==> src/rtl/sync_fifo_flex.sv <==
// sync_fifo_flex: single-clock parametrised FIFO with programmable
// almost-full/almost-empty thresholds, occupancy count, optional
// first-word-fall-through read mode and sticky overflow/underflow flags.
module sync_fifo_flex #(
    parameter int DATASIZE      = 8,
    parameter int ADDRSIZE      = 4,
    parameter int AFULL_THRESH  = 12,
    parameter int AEMPTY_THRESH = 2,
    parameter int FWFT          = 0
) (
    input  logic                clk,
    input  logic                rst,
    input  logic                winc,
    input  logic [DATASIZE-1:0] wdata,
    input  logic                rinc,
    output logic [DATASIZE-1:0] rdata,
    output logic                wfull,
    output logic                rempty,
    output logic                walmost_full,
    output logic                ralmost_empty,
    output logic [ADDRSIZE:0]   count,
    output logic                overflow,
    output logic                underflow,
    input  logic                clr_err
);

    localparam int              DEPTH    = 1 << ADDRSIZE;
    localparam logic [ADDRSIZE:0] DEPTH_C  = (ADDRSIZE+1)'(DEPTH);
    localparam logic [ADDRSIZE:0] AFULL_C  = (ADDRSIZE+1)'(AFULL_THRESH);
    localparam logic [ADDRSIZE:0] AEMPTY_C = (ADDRSIZE+1)'(AEMPTY_THRESH);

    logic [DATASIZE-1:0] mem [DEPTH];

    logic [ADDRSIZE:0] wptr;
    logic [ADDRSIZE:0] rptr;
    logic [ADDRSIZE:0] wptr_next;
    logic [ADDRSIZE:0] rptr_next;
    logic [ADDRSIZE:0] count_next;
    logic              wacc;
    logic              racc;

    // Accept decisions use the registered (pre-edge) flags; the pointer
    // difference modulo 2**(ADDRSIZE+1) gives the next occupancy 0..DEPTH.
    always_comb begin
        wacc       = winc & ~wfull;
        racc       = rinc & ~rempty;
        wptr_next  = wptr + {{ADDRSIZE{1'b0}}, wacc};
        rptr_next  = rptr + {{ADDRSIZE{1'b0}}, racc};
        count_next = wptr_next - rptr_next;
    end

    // Pointers, occupancy and all status flags, registered from next-state values.
    always_ff @(posedge clk) begin
        if (rst) begin
            wptr          <= '0;
            rptr          <= '0;
            count         <= '0;
            wfull         <= 1'b0;
            rempty        <= 1'b1;
            walmost_full  <= (AFULL_C == '0);
            ralmost_empty <= 1'b1;
        end else begin
            wptr          <= wptr_next;
            rptr          <= rptr_next;
            count         <= count_next;
            wfull         <= (count_next == DEPTH_C);
            rempty        <= (count_next == '0);
            walmost_full  <= (count_next >= AFULL_C);
            ralmost_empty <= (count_next <= AEMPTY_C);
        end
    end

    // Sticky error flags; a new error event in the same cycle beats clr_err.
    always_ff @(posedge clk) begin
        if (rst) begin
            overflow  <= 1'b0;
            underflow <= 1'b0;
        end else begin
            if (winc && wfull)
                overflow <= 1'b1;
            else if (clr_err)
                overflow <= 1'b0;

            if (rinc && rempty)
                underflow <= 1'b1;
            else if (clr_err)
                underflow <= 1'b0;
        end
    end

    // Storage array; not cleared by reset, written only on an accepted write.
    always_ff @(posedge clk) begin
        if (!rst && wacc)
            mem[wptr[ADDRSIZE-1:0]] <= wdata;
    end

    generate
        if (FWFT != 0) begin : g_fwft
            // Head word shown continuously; forced to zero while empty.
            assign rdata = rempty ? '0 : mem[rptr[ADDRSIZE-1:0]];
        end else begin : g_std
            logic [DATASIZE-1:0] rdata_q;

            // Registered read: the popped word appears the cycle after rinc.
            always_ff @(posedge clk) begin
                if (rst)
                    rdata_q <= '0;
                else if (racc)
                    rdata_q <= mem[rptr[ADDRSIZE-1:0]];
            end

            assign rdata = rdata_q;
        end
    endgenerate

endmodule

==> config.mk <==
export PLATFORM = sky130hd
export DESIGN_NAME = sync_fifo_flex
export DESIGN_NICKNAME = d
export VERILOG_FILES = /design/src/rtl/sync_fifo_flex.sv
export SDC_FILE = /design/constraint.sdc
export NUM_CORES = 1
export LEC_CHECK = 0
export BUFFER_PORTS_ARGS = -buffer_cell sky130_fd_sc_hd__buf_2
export CORE_ASPECT_RATIO = 1.4
export CORE_UTILIZATION = 53
export CTS_CLUSTER_SIZE = 14
export DETAILED_ROUTE_END_ITERATION = 10
export GPL_TIMING_DRIVEN = 0
export HOLD_SLACK_MARGIN = 0.02
export PLACE_DENSITY = 0.71
export SLEW_MARGIN = 10
export SYNTH_ARGS = -nofsm -noshare
export SYNTH_HDL_FRONTEND = slang
export SYNTH_SLANG_ARGS = --single-unit
==> constraint.sdc <==
create_clock -name clk -period 3.47 [get_ports clk]
set_clock_uncertainty 0.2 [all_clocks]
set_input_delay 0.1735 -clock clk [delete_from_list [all_inputs] [get_ports clk]]
set_output_delay 0.1735 -clock clk [all_outputs]
set_load 0.02 [all_outputs]
# == Word level (Yosys, flattened, before mapping) ==
# Memory sizes are Yosys's and may differ from the RTL's. A register that Yosys moved wholly into a read port is not among the register bits.
# Index checks and enable logic that the tools add are counted.
# word_totals
n_memories,1
output_inout_bits,19
elab_cells,32
input_bits,13
ramBits,128
regBits,21
# classes
n_mux,5
magnitude_cmp,2
bitwise_logic,4
n_reduce_logical,7
n_eq_ne,1
n_addsub,3
# memory_table
name,words,width,rd,rd_clocked_by_memory_dff,write_ports,line_no,rtl
mem,16,8,1,1,1,32,logic [DATASIZE-1:0] mem [DEPTH];
# ops
operator,count
$add A5 B1 Y5,2
$eq A5 B5 Y1 const B,1
$ge A5 B4 Y1 const B,1
$le A5 B2 Y1 const B,1
$logic_not A5 Y1,1
$mux W1,5
$sub A5 B5 Y5,1
$reduce_bool A2 Y1,2
$logic_and A1 B1 Y1,3
$and A1 B1 Y1,2
$not A1 Y1,2
$logic_not A1 Y1,1

# == Longest topological paths before layout ==
# depth
depth_word,5
mapped_depth,11
mapped_depth_nobuf,10

# == Worst setup path after synthesis ==
# Ideal clock, no wire load.
# synth_timing
path_kind,flip-flop to flip-flop
startpoint,reg rempty
endpoint,reg wfull
path_stages_with_launch,12
slack_ns,0.749
arrival_ns,2.441
path_buffers,1
path_cell_list,dfxtp_1 > nor2b_1 > buf_2 > and2_1 > ha_1 > inv_1 > ha_1 > nor2b_1 > o21a_1 > or3_1 > a21oi_1 > nor3b_1
# synth_between
elab_chain_cells,5
# synth_rtl
element,line_no,rtl
start: declaration,18,"output logic rempty,"
start signal: assignment,67,rempty <= (count_next == '0);
$not A1 Y1,46,racc = rinc & ~rempty;
$and A1 B1 Y1,46,
$add A5 B1 Y5,48,"rptr_next = rptr + {{ADDRSIZE{1'b0}}, racc};"
net rptr_next[1],37,logic [ADDRSIZE:0] rptr_next;
$sub A5 B5 Y5,49,count_next = wptr_next - rptr_next;
$eq A5 B5 Y1,66,wfull <= (count_next == DEPTH_C);
end signal: assignment,66,
end: declaration,17,"output logic wfull,"
# The timed path passes the listed nets, and every way through them passes these cells.
# A chain may end at the register's enable or synchronous reset.

# == Worst setup path after layout ==
# layout_timing
startpoint,in rinc
endpoint,reg walmost_full
# layout_between
elab_chain_cells,4
# layout_rtl
element,line_no,rtl
start: declaration,15,"input logic rinc,"
$and A1 B1 Y1,46,
$add A5 B1 Y5,48,
$sub A5 B5 Y5,49,
$ge A5 B4 Y1,68,walmost_full <= (count_next >= AFULL_C);
end signal: assignment,60,walmost_full <= (AFULL_C == '0);
end signal: assignment,68,
end: declaration,19,"output logic walmost_full,"
# Every way passes these cells.

==> results.toml <==
[global_route]
grt_pass1_wl_um = 18000
grt_antenna_before_repair = 0
grt_overflow = 0
grt_pass1_vias = 3329
grt_usage_pct = 21.6
grt_start_max_net_pins = 17

[floorplan]
num_rows = 46
initial_core_util_pct = 54.0
ioPinCount = 32
die_height_um = 129
core-area_um2 = 11300
die_w_um = 92.6
die_area_um2 = 11900

[logic_synthesis]
avgSynthCellArea_um2 = 17.9
syn_nets = 361
syn-instance-count = 340
syn_area_um2 = 6090
ys_types = 32
ys_ff_latch = 157
yosysWarnings = 0
seq_area_frac_synth_pct = 72.6

[min_path]
hp-class = "in2reg"
worstHoldPathCells = 3
holdPathEnd = "wptr[3]$_SDFF_PP0_"
hp-start = "rst"

[layout]
multiInputGateArea_um2 = 1570
fin_cells = 556
synthToLayoutAreaGrowth_pct = 15.6
final_common_cell = "edfxtp_1"
regArea_um2 = 4420
n_fill_cell = 838
diodes = 0
nNetsFinal = 423
drive_gt1_share_pct = 23.5
final_cell_mix = "edfxtp_1 (128), buf_2 (35), nor2_1 (35)"

[sta]
worst_pin_slew_ns = 0.842
tns_ns = 0
rsz0062_at_grt = "no"
fin_crit_sh_pct = 85.6
slew_violations = 0
hold_viol = 0
period_minus_slack_ns = 2.97
setup_viol = 0
maxSlewHeadroom_pct = 43.7
fmax_mhz = 337
worst_slack_ns = 0.498

[placed_design]
place.port_buffers = 31
dp_slack_ns = 0.514
dpl.hpwl_um = 8030
dp_cells = 515
place.gp.congestion = 0.770

[worst_setup_path]
startpoint_type = "primary input"
slowest_stage = "dlygate4sd3_1"
arrival_ns = 3.05
cp_max_fo = 10
cpPeakStageDelay_ns = 0.53
cp.buffers_inverters = 3
r2r_cells = 11
r2r_slack_ns = 0.62
rr_startpoint = "rempty$_SDFF_PP1_"
crit_family = "buffers and inverters"
crit_type = "in2reg"
crit_path_end_kind = "register"
crit_chain = "dlygate4sd3_1 -> buf_2 -> nor2b_1 -> buf_2 -> and2_1 -> ha_1 -> xnor2_1 -> ha_1 -> nor2b_1 -> o21a_1 -> o21ba_2 -> mux2i_1 -> o21ai_0"
rr_endpoint = "walmost_full$_SDFF_PP0_"
crit_required_ns = 3.55

[cts]
cts_buffers = 17
clk_latency_ns = 0.41
root_buffer = "clkbuf_16"
cts_max_level = 4
clk_path_buf_depth = 2
cts_tree = "built"
clkSinkCount = 157
clk_pin_slew_ns = 0.06
cts_setup_buffers = 0

[detailed_routing]
remaining_drc_errors = 0
viasPerCell = 5.78
drt_first_pass_iters = 4
ant_nets = 0
drt_iter0_markers = 198
vias = 3214
drt_wl_total_um = 11700
avgRoutedWirePerCell_um = 21.1

[power]
cellPowerDensity_nw_per_um2 = 643
peakVddDrop_v = 0.000357
p_leak_uw = 0.00240

[job]
cap_violations = 0

[run_status]
status = "finished clean"
[what timing repair did]
action                    CTS  global route
hold buffers               12             0
gates resized for setup     0             0
hold endpoints to repair  130             0
[where the power goes]
group          internal (µW)  switching (µW)
clock                    890             639
sequential              2120            36.2
combinational            382             451
total                   3400            1130
[synth_stat cells]
cell type	number	share of area [%]
nor2b_1	10	1.0
o21ba_2	1	0.16
inv_1	6	0.37
edfxtp_1	128	63
xor2_1	7	1.0
nand2_1	9	0.55
fa_1	1	0.33
o21ai_0	2	0.16
a21oi_1	1	0.082
nor3b_1	1	0.12
dfxtp_1	29	9.5
buf_4	1	0.12
and3_1	1	0.10
nand3b_1	3	0.37
buf_1	1	0.062
ha_1	7	1.4
nand3_1	6	0.49
and2_1	2	0.21
o21a_1	3	0.37
xnor2_1	3	0.43
nor2_1	35	2.2
nor3_1	6	0.49
nand2b_1	2	0.21
clkbuf_2	1	0.082
buf_6	3	0.55
clkbuf_1	6	0.37
buf_2	4	0.33
or3_1	1	0.10
or3b_2	1	0.14
a22oi_1	18	2.2
mux4_2	32	12
mux2i_1	9	1.5
[flip-flops by register name, indices dropped and copies added, names as in the netlist]
signal / flops
rptr: 5
rempty: 1
count: 5
overflow: 1
underflow: 1
ralmost_empty: 1
mem: 128
wptr: 5
rdata: 8
wfull: 1
walmost_full: 1
[worst min-delay path: stages]
cell and delay (ns):
buf_2 0.13, clkbuf_1 0.21, nor2b_1 0.15
[worst max-delay path by stage]
stage | from | endpoint | slack [ns] | depth (start not counted)
floorplan | rempty$_SDFF_PP1_ | wfull$_SDFF_PP0_ | 0.75 | 11
global placement | wfull$_SDFF_PP0_ | mem[0][5]$_DFFE_PP_ | 0.50 | 4
detailed placement | wfull$_SDFF_PP0_ | mem[0][5]$_DFFE_PP_ | 0.51 | 4
CTS | winc | mem[0][7]$_DFFE_PP_ | 0.46 | 6
global route | rinc | walmost_full$_SDFF_PP0_ | 0.34 | 13
finish | rinc | walmost_full$_SDFF_PP0_ | 0.50 | 13
[logic make-up after synthesis]
kind of cell / share of synthesized area [%]
AO/OA/AOI/OAI: 3.00
XOR/XNOR: 1.44
adder cells (fa/ha/maj): 1.77
buffers and inverters: 1.89
flip-flops: 72.6
multiplexers: 13.3
AND/OR/NAND/NOR: 5.98
[through the flow]
stage / area, µm² / power (µW) / hold WS, ns / utilization [%]
detailed placement: 6430 / 3020 / 0.253 / 57.0
global route: 7040 / 4700 / 0.116 / 62.4
CTS: 7030 / 4550 / 0.0845 / 62.3
global placement: 6430 / 3010 / 0.245 / 57.0
finish: 7040 / 4520 / 0.0851 / 62.4
floorplan: 6090 / 2790 / 0.0724 / -
[final cells by class]
class,instances,share of cell area [%]
clock inverter,5,0.302
multi-input combinational,161,22.3
timing repair buffer,43,3.91
buffer,16,1.32
tap,144,2.56
sequential,157,62.8
inverter,6,0.320
clock buffer,24,6.42
[per-layer routing]
metal,global-route usage (%),routed length [µm],up-vias
met2,35.1,6110,101
met5,0,0,-
met1,26.0,4580,1642
met4,13.8,446,0
li1,-,-,1447
met3,5.14,599,24
Power figures use the tool's default switching activity.
